--- src/rtl/bpm_pkg.sv ---
// Shared types and constants for the BPM peak-detect slice.
// Optional PEAK_OVERRANGE_EN adds the per-channel overrange flags.
package bpm_pkg;

  typedef enum logic [2:0] {
    ST_IDLE,
    ST_DELAY,
    ST_ACQ,
    ST_FLUSH,
    ST_DONE
  } peak_state_t;

  localparam int ADC_W_DEF     = 14;
  localparam int OUT_W_DEF     = 16;
  localparam int PEAK_PIPE_LAT = 2;

endpackage

--- src/rtl/peak_channel.sv ---
// One channel: sample capture, |x| stage, running-max stage.
// PEAK_OVERRANGE_EN adds the full-scale flag output.
module peak_channel
  import bpm_pkg::*;
#(
  parameter int ADC_W = ADC_W_DEF,
  parameter int OUT_W = OUT_W_DEF
) (
  input  logic             clk,
  input  logic             rst,
  input  logic             clear,
  input  logic             accept,
  input  logic [ADC_W-1:0] adc,
`ifdef PEAK_OVERRANGE_EN
  output logic             ovr,
`endif
  output logic [OUT_W-1:0] peak
);

  logic             sv_q;
  logic [ADC_W-1:0] x_q;
  logic             av_q;
  logic [ADC_W:0]   abs_q;
  logic [ADC_W:0]   peak_q;
  logic signed [ADC_W:0] xs;
  logic [ADC_W:0]   mag;

  // One extra bit so |-2^(ADC_W-1)| does not wrap
  always_comb begin
    xs  = {x_q[ADC_W-1], x_q};
    mag = xs;
    if (xs[ADC_W]) mag = -xs;
  end

  always_ff @(posedge clk) begin
    if (rst || clear) begin
      sv_q   <= 1'b0;
      x_q    <= '0;
      av_q   <= 1'b0;
      abs_q  <= '0;
      peak_q <= '0;
    end else begin
      sv_q <= accept;
      if (accept) x_q <= adc;
      av_q  <= sv_q;
      abs_q <= mag;
      if (av_q && (abs_q > peak_q)) peak_q <= abs_q;
    end
  end

  assign peak = OUT_W'(peak_q);

`ifdef PEAK_OVERRANGE_EN
  localparam logic [ADC_W-1:0] MAXP = {1'b0, {(ADC_W-1){1'b1}}};
  localparam logic [ADC_W-1:0] MINN = {1'b1, {(ADC_W-1){1'b0}}};

  logic or_q;
  logic ovr_q;

  always_ff @(posedge clk) begin
    if (rst || clear) begin
      or_q  <= 1'b0;
      ovr_q <= 1'b0;
    end else begin
      or_q <= (x_q == MAXP) || (x_q == MINN);
      if (av_q && or_q) ovr_q <= 1'b1;
    end
  end

  assign ovr = ovr_q;
`endif

endmodule

--- src/rtl/peak_detect.sv ---
// Four-channel triggered peak detector: FSM, delay/window counters.
// PEAK_OVERRANGE_EN adds the 4-bit overrange output.
module peak_detect
  import bpm_pkg::*;
#(
  parameter int ADC_W = ADC_W_DEF,
  parameter int OUT_W = OUT_W_DEF
) (
  input  logic             clk,
  input  logic             rst,
  input  logic             trigger,
  input  logic [15:0]      trig_delay,
  input  logic [15:0]      win_len,
  input  logic             sample_valid,
  input  logic [ADC_W-1:0] adc_a,
  input  logic [ADC_W-1:0] adc_b,
  input  logic [ADC_W-1:0] adc_c,
  input  logic [ADC_W-1:0] adc_d,
  output logic [OUT_W-1:0] signal_max_a,
  output logic [OUT_W-1:0] signal_max_b,
  output logic [OUT_W-1:0] signal_max_c,
  output logic [OUT_W-1:0] signal_max_d,
`ifdef PEAK_OVERRANGE_EN
  output logic [3:0]       overrange,
`endif
  output logic             ready,
  output logic             busy
);

  localparam logic [1:0] FL_LAST = 2'(PEAK_PIPE_LAT - 1);

  peak_state_t state_q;
  logic [15:0] dly_q;
  logic [15:0] rem_q;
  logic [1:0]  fl_q;
  logic        ready_q;
  logic        busy_q;

  logic arm;
  logic acq_entry;
  logic accept;

  always_comb begin
    arm = trigger &&
          ((state_q == ST_IDLE) || (state_q == ST_DONE));
    acq_entry = (arm && (trig_delay == 16'd0)) ||
                ((state_q == ST_DELAY) && sample_valid &&
                 (dly_q == 16'd1));
    accept = (state_q == ST_ACQ) && sample_valid;
  end

  always_ff @(posedge clk) begin
    if (rst) begin
      state_q <= ST_IDLE;
      dly_q   <= '0;
      rem_q   <= '0;
      fl_q    <= '0;
      ready_q <= 1'b0;
      busy_q  <= 1'b0;
    end else begin
      if (acq_entry) ready_q <= 1'b0;
      unique case (state_q)
        ST_IDLE, ST_DONE: begin
          if (trigger) begin
            busy_q  <= 1'b1;
            dly_q   <= trig_delay;
            rem_q   <= (win_len == 16'd0) ? 16'd1 : win_len;
            state_q <= (trig_delay == 16'd0) ? ST_ACQ : ST_DELAY;
          end
        end
        ST_DELAY: begin
          if (sample_valid) begin
            dly_q <= dly_q - 16'd1;
            if (dly_q == 16'd1) state_q <= ST_ACQ;
          end
        end
        ST_ACQ: begin
          if (sample_valid) begin
            rem_q <= rem_q - 16'd1;
            if (rem_q == 16'd1) begin
              state_q <= ST_FLUSH;
              fl_q    <= '0;
            end
          end
        end
        ST_FLUSH: begin
          if (fl_q == FL_LAST) begin
            state_q <= ST_DONE;
            ready_q <= 1'b1;
            busy_q  <= 1'b0;
          end else begin
            fl_q <= fl_q + 2'd1;
          end
        end
        default: state_q <= ST_IDLE;
      endcase
    end
  end

  assign ready = ready_q;
  assign busy  = busy_q;

  logic [ADC_W-1:0] adc_s [4];
  logic [OUT_W-1:0] max_s [4];

  assign adc_s[0] = adc_a;
  assign adc_s[1] = adc_b;
  assign adc_s[2] = adc_c;
  assign adc_s[3] = adc_d;

`ifdef PEAK_OVERRANGE_EN
  logic [3:0] ovr_s;
  assign overrange = ovr_s;
`endif

  for (genvar i = 0; i < 4; i++) begin : g_ch
    peak_channel #(
      .ADC_W(ADC_W),
      .OUT_W(OUT_W)
    ) u_ch (
      .clk   (clk),
      .rst   (rst),
      .clear (acq_entry),
      .accept(accept),
      .adc   (adc_s[i]),
`ifdef PEAK_OVERRANGE_EN
      .ovr   (ovr_s[i]),
`endif
      .peak  (max_s[i])
    );
  end

  assign signal_max_a = max_s[0];
  assign signal_max_b = max_s[1];
  assign signal_max_c = max_s[2];
  assign signal_max_d = max_s[3];

endmodule

--- config.mk ---
export PLATFORM = sky130hd
export DESIGN_NAME = peak_detect
export DESIGN_NICKNAME = d
export VERILOG_FILES = /design/src/rtl/bpm_pkg.sv /design/src/rtl/peak_channel.sv /design/src/rtl/peak_detect.sv
export SDC_FILE = /design/constraint.sdc
export NUM_CORES = 1
export LEC_CHECK = 0
export ABC_AREA = 1
export BUFFER_PORTS_ARGS = -buffer_cell sky130_fd_sc_hd__buf_2
export CAP_MARGIN = 20
export CORE_MARGIN = 2
export CORE_UTILIZATION = 55
export CTS_CLUSTER_DIAMETER = 150
export DETAILED_ROUTE_END_ITERATION = 10
export PLACE_DENSITY = 0.77
export SLEW_MARGIN = 5
export SYNTH_ARGS = -nofsm -noshare
export SYNTH_HDL_FRONTEND = slang
export SYNTH_SLANG_ARGS = --single-unit
--- constraint.sdc ---
create_clock -name clk -period 1.85 [get_ports clk]
set_input_delay 0.37 -clock clk [delete_from_list [all_inputs] [get_ports clk]]
set_output_delay 0.37 -clock clk [all_outputs]
set_load 0.01 [all_outputs]
======== After elaboration in Yosys (flattened, before gate mapping) ========
Index checks and enable logic that the tools add are counted.
operators by class
  $add $sub $neg .......................... 7
  order comparisons ....................... 4
  equality and inequality tests ........... 14
  multiplexer cells ....................... 29
  bitwise operators ....................... 4
  reduce and logical (&&, ||, !) cells .... 29
operators by type and width
  operator                                                                 count
  16-bit two-way mux                                                       5
  16-bit one-hot mux with 2 select lines                                   2
  15-bit > comparator                                                      4
  14-bit negation with 15-bit output                                       4
  13-bit two-way mux                                                       4
  16-bit by 1-bit equality test with 1-bit output (second input constant)  2
  16-bit logical NOT                                                       2
  16-bit by 1-bit subtractor with 16-bit output (second input constant)    2
  3-bit two-way mux                                                        6
  3-bit one-hot mux with 4 select lines                                    1
  2-bit != test (second input constant)                                    5
  2-bit OR reduction                                                       5
  1-bit logical AND                                                        9
  3-bit AND reduction                                                      3
  2-bit two-way mux                                                        4
  2-bit nonzero test                                                       4
  3-bit by 2-bit equality test with 1-bit output (second input constant)   2
  6-bit AND reduction                                                      1
  1-bit two-way mux                                                        5
  2-bit by 1-bit != test with 1-bit output (second input constant)         2
  1-bit NOT                                                                4
  2-bit one-hot mux with 2 select lines                                    1
  4-bit AND reduction                                                      1
  3-bit by 1-bit equality test with 1-bit output (second input constant)   1
  6 further kinds                                                          8
word-level totals
  bits in registers ....................... 217
  output and inout port bits .............. 66
  word-level logic and storage cells ...... 111

======== Logic depth before layout (Yosys ltp) ========
  word-level depth ........................ 8
  gate-level depth with buffers ........... 13

======== By module ========
Synthesis repeated with hierarchy kept, for this count alone.
second synthesis, totals
  cells, all modules ...................... 1785
  area total of the unflattened synthesis .. 12187.9 µm²
modules (own cells, without submodules)
  module        times used  cells each  area each (µm²)  sequential area each (µm²)
  peak_channel  4           322         2334.7           920.9
  peak_detect   1           497         2849.0           780.7

======== Worst setup path after synthesis ========
OpenSTA, ideal clock, no wires.
  kind .................................... reg2reg
  start point ............................. register g_ch[3].u_ch.peak_q[14]
  end point ............................... register g_ch[3].u_ch.peak_q[10]
  arrival time ............................ 1604 ps
  required time ........................... 1735 ps
  setup slack ............................. 131 ps
  stages on the path, launching flop included .. 13
  path buffers ............................ 1
  cells stage by stage .................... dfxtp_1 -> inv_1 -> ha_1 -> nand2_1 -> nor2_1 -> nand3_1 -> inv_1 -> nand2_1 -> nand2_1 -> clkbuf_1 -> nand3_1 -> nand2_1 -> nor2_1
between the ends
  word-level cells in the longest chain between the ends .. 2
RTL lines
  element                 RTL line            RTL
  from (decl)             peak_channel.sv:24  logic [ADC_W:0] peak_q;
  from (signal assigned)  peak_channel.sv:47  if (av_q && (abs_q > peak_q)) peak_q <= abs_q;
  15-bit > comparator     peak_channel.sv:47
  1-bit logical AND       peak_channel.sv:47
No other way between the ends.
A chain may end at the register's enable or synchronous reset.

======== Worst setup path in the final report ========
  start point ............................. register g_ch[2].u_ch.peak_q[13]
  end point ............................... register g_ch[2].u_ch.peak_q[11]
between the ends
  word-level cells in the longest chain between the ends .. 2
RTL lines
  element                 RTL line
  from (decl)             peak_channel.sv:24
  from (signal assigned)  peak_channel.sv:47
  15-bit > comparator     peak_channel.sv:47
  1-bit logical AND       peak_channel.sv:47
No other way between the ends.

==> impl_metrics.env <==
export IMPL_status="finished with violations"
export IMPL_violations="negative setup slack"
export IMPL_synth_cell_types=31
export IMPL_cp_end_kind="flop"
export IMPL_cts_root_buf="clkbuf_16"
export IMPL_arrival_ns=2.28
export IMPL_drt_total_wl_mm=30.3
export IMPL_synthArstFlopShare=0
export IMPL_utilization=0.690
export IMPL_tightest_slew_ns=0.751
export IMPL_synth_area_um2=11900
export IMPL_p_sw_w=0.00668
export IMPL_grt_pass1_vias=10323
export IMPL_drtPass1Iterations=5
export IMPL_final_layout_size_suffix_gt1_frac=0.177
export IMPL_cts_tree="built"
export IMPL_antenna_found_initial=1
export IMPL_wire_per_inst_um=13.2
export IMPL_clk_path_buf_depth=3
export IMPL_cts_inserted_buffers=24
export IMPL_worstHoldEndpoint="g_ch[1].u_ch.x_q[4]"
export IMPL_ant_nets=0
export IMPL_place_congestion=0.929
export IMPL_htree_levels=1
export IMPL_fin_worst_skew_ns=0.0150
export IMPL_synth_largest_area_cell="dfxtp_1"
export IMPL_drc=0
export IMPL_startpoint_type="flop"
export IMPL_max_freq_mhz=533
export IMPL_core_um2=21200
export IMPL_rsz0062_at_grt="yes"
export IMPL_ys_ff_latch=217
export IMPL_dp_hpwl_mm=20.0
export IMPL_slew_viol_final=0
export IMPL_synth_area_leaders="dfxtp_1 (36%), nand2_1 (13%), inv_1 (8.4%)"
export IMPL_crit_family="simple AND/OR/NAND/NOR gates"
export IMPL_fin_crit_sh=1.01
export IMPL_leakagePower_nw=6.70
export IMPL_pwr_share_comb=0.381
export IMPL_ys_seq_area_frac=0.364
export IMPL_ys_warn_count=0
export IMPL_powerDensity_nw_per_um2=1200
export IMPL_r2r_start="g_ch[2].u_ch.peak_q[13]"
export IMPL_final_nets=2156
export IMPL_place_area_um2=13200
export IMPL_whs_path_depth=3
export IMPL_die_h_um=151
export IMPL_grt_ovfl_total=0
export IMPL_holdWs_ns=0.128
export IMPL_crit_fanout=7
export IMPL_setup_ws_ns=-0.0250
export IMPL_crit_type="reg2reg"
export IMPL_clkPwrFrac=0.283
export IMPL_switching_share=0.380
export IMPL_synthCells=1821
export IMPL_final_min_clock_period_ns=1.87
export IMPL_syn_to_final_growth_pct=22.4
export IMPL_synth_flop_cell="dfxtp_1"
export IMPL_ff2ff_setup_slack_ns=-0.02
export IMPL_num_vias=11650
export IMPL_cap_violations=0
export IMPL_post_route_cell_area_um2=14600
export IMPL_crit_chain="inv_1 > ha_1 > nand2_1 > nor2_2 > nand3_2 > nor2_4 > nor2_4 > clkbuf_16 > a21oi_2 > nor2_1"
export IMPL_cts_num_sinks=217
export IMPL_numPortBuffers=153
export IMPL_hp_class="in2reg"
export IMPL_holdBufCountCts=0
export IMPL_fillCellCount=1825
export IMPL_grt_first_pass_wirelength_mm=46.9
export IMPL_max_stage_delay_ns=0.35
export IMPL_worstHoldStart="adc_b[4]"
export IMPL_viasPerCell=5.09
export IMPL_clk_latency_ns=0.51
export IMPL_track_usage=0.246
export IMPL_die_area_um2=22900
export IMPL_intPower_w=0.0109
export IMPL_grt_max_degree=70
export IMPL_path_clk_slew_ns=0.06
export IMPL_die_x_um=151
export IMPL_setup_violations_final=8
export IMPL_crit_buf_inv=2
export IMPL_start_util=0.564
export IMPL_path_common_cell="nor2_4"
export IMPL_vdd_drop_max_mv=0.865
export IMPL_r2r_end="g_ch[2].u_ch.peak_q[11]"
export IMPL_io_pins=158
export IMPL_relSlewSlack=0.499
export IMPL_drt_iter0_drc=593
export IMPL_reg2regPathDepth=10
export IMPL_syn_avg_cell_area_um2=6.55
export IMPL_synthDominantCellAreaShare=0.364
export IMPL_final_hold_violation_count=0
export IMPL_core_rowCount=53
export IMPL_crit_slowest_cell="dfxtp_1"
export IMPL_cp_required_ns=2.25
export IMPL_p_seq_frac=0.336
export IMPL_yosysMostFrequentCell="nand2_1"
export IMPL_synth_edf_count=0
export IMPL_yosys_top_cells_count="nand2_1 (426), inv_1 (267), nor2_1 (244), dfxtp_1 (217), nand3_1 (196)"
how the worst max path moves through the flow:
stage | slack [ns] | to | cells past startpoint | startpoint
floorplan | 0.13 | g_ch[3].u_ch.peak_q[10] | 12 | g_ch[3].u_ch.peak_q[14]
global placement | -0.33 | g_ch[2].u_ch.peak_q[11] | 10 | g_ch[2].u_ch.peak_q[14]
detailed placement | -0.39 | g_ch[2].u_ch.peak_q[8] | 10 | g_ch[2].u_ch.peak_q[12]
CTS | 0.004 | g_ch[3].u_ch.peak_q[12] | 10 | g_ch[3].u_ch.peak_q[12]
global route | -0.11 | g_ch[2].u_ch.peak_q[8] | 10 | g_ch[2].u_ch.peak_q[13]
finish | -0.02 | g_ch[2].u_ch.peak_q[11] | 10 | g_ch[2].u_ch.peak_q[13]
per-layer routing:
metal  track usage  share of wire  up-vias
met3        0.0307          0.058       39
met4        0.0570          0.016        0
li1              -              -     6066
met1         0.334           0.46     5219
met5             0              0        -
met2         0.418           0.47      326
worst register-to-register path: cells and delay by family, from the launching register on:
family | cells | cell delay [ns]
AOI/OAI and AO/OA | 1 | 0.14
DFF | 1 | 0.35
buffers and inverters | 2 | 0.27
and+or+nand+nor | 6 | 0.71
adders and majority gates | 1 | 0.29
state kept, by name, indices dropped and copies added, names as in the netlist:
register,count
fl_q,2
g_ch.u_ch.abs_q,60
ready,1
rem_q,16
g_ch.u_ch.sv_q,1
g_ch.u_ch.av_q,1
g_ch.u_ch.x_q,56
g_ch.u_ch.peak_q,60
busy,1
state_q,3
dly_q,16
cells in the final DEF, fill, tap and decap left out, types with 3 or more instances in the layout:
master       n
buf_2      154
clkbuf_8     4
ha_1        66
nor2_1     228
nor3_1      12
inv_2        5
nand3_1    193
buf_4       43
dfxtp_2     21
nand3_2      3
inv_1      267
ha_4         3
nor2_4      10
buf_12       9
dfxtp_1    196
or2_2       12
o211ai_1     4
nand3b_1    13
o21ai_0     33
nand2_2      7
nor2_2      13
xor2_1      30
a21oi_2     16
nand2_1    418
a21oi_1    164
conb_1       8
clkbuf_1     8
bufinv_16    3
xnor2_1      6
clkbuf_16   33
nand4_1      7
buf_6        8
per-stage QoR:
stage / instances / setup TNS [ns] / power [W] / setup slack (ns)
CTS: 2268 / 0 / 0.0171 / 0.00374
global placement: 2222 / -9.12 / 0.0118 / -0.326
detailed placement: 2222 / -10.33 / 0.0120 / -0.387
finish: 2289 / -0.101 / 0.0176 / -0.0250
global route: 2289 / -2.61 / 0.0189 / -0.114
floorplan: 1828 / 0 / 0.0105 / 0.131
kinds of logic after synthesis:
| group | after synthesis | share of synthesized area |
|---|---|---|
| buf+inv | 356 | 0.119 |
| fa+ha+maj | 69 | 0.0723 |
| compound gates | 223 | 0.0956 |
| xor+xnor | 36 | 0.0264 |
| flops | 217 | 0.364 |
| simple gates | 919 | 0.322 |
| other cells | 1 | 0.000314 |
power groups by stage:
| stage | registers (W) | clock network, W | logic [W] |
|---|---|---|---|
| floorplan | 0.00584 | 0 | 0.00462 |
| CTS | 0.00588 | 0.00507 | 0.00613 |
| global route | 0.00599 | 0.00526 | 0.00765 |
| finish | 0.00590 | 0.00498 | 0.00670 |
| detailed placement | 0.00597 | 0 | 0.00604 |
| global placement | 0.00595 | 0 | 0.00588 |
repair_timing:
| item | 4_1_cts | 5_1_grt |
|---|---|---|
| setup buffers | 0 | 6 |
| setup endpoints to repair | 30 | 64 |
| gates cloned | 2 | 14 |
| gates resized for setup | 6 | 77 |
| pin swaps | 2 | 21 |
area by class of cell:
| type | instances | area [µm²] | area share |
|---|---|---|---|
| inverters | 272 | 1020 | 0.0699 |
| clock buffers | 37 | 711 | 0.0487 |
| diodes | 1 | 2.50 | 0.000171 |
| clock inverters | 7 | 116 | 0.00797 |
| repair buffers | 222 | 1560 | 0.107 |
| well taps | 275 | 344 | 0.0236 |
| flip-flops and latches | 217 | 4370 | 0.299 |
| multi-input cells | 1258 | 6480 | 0.443 |
Power figures use the tool's default switching activity.
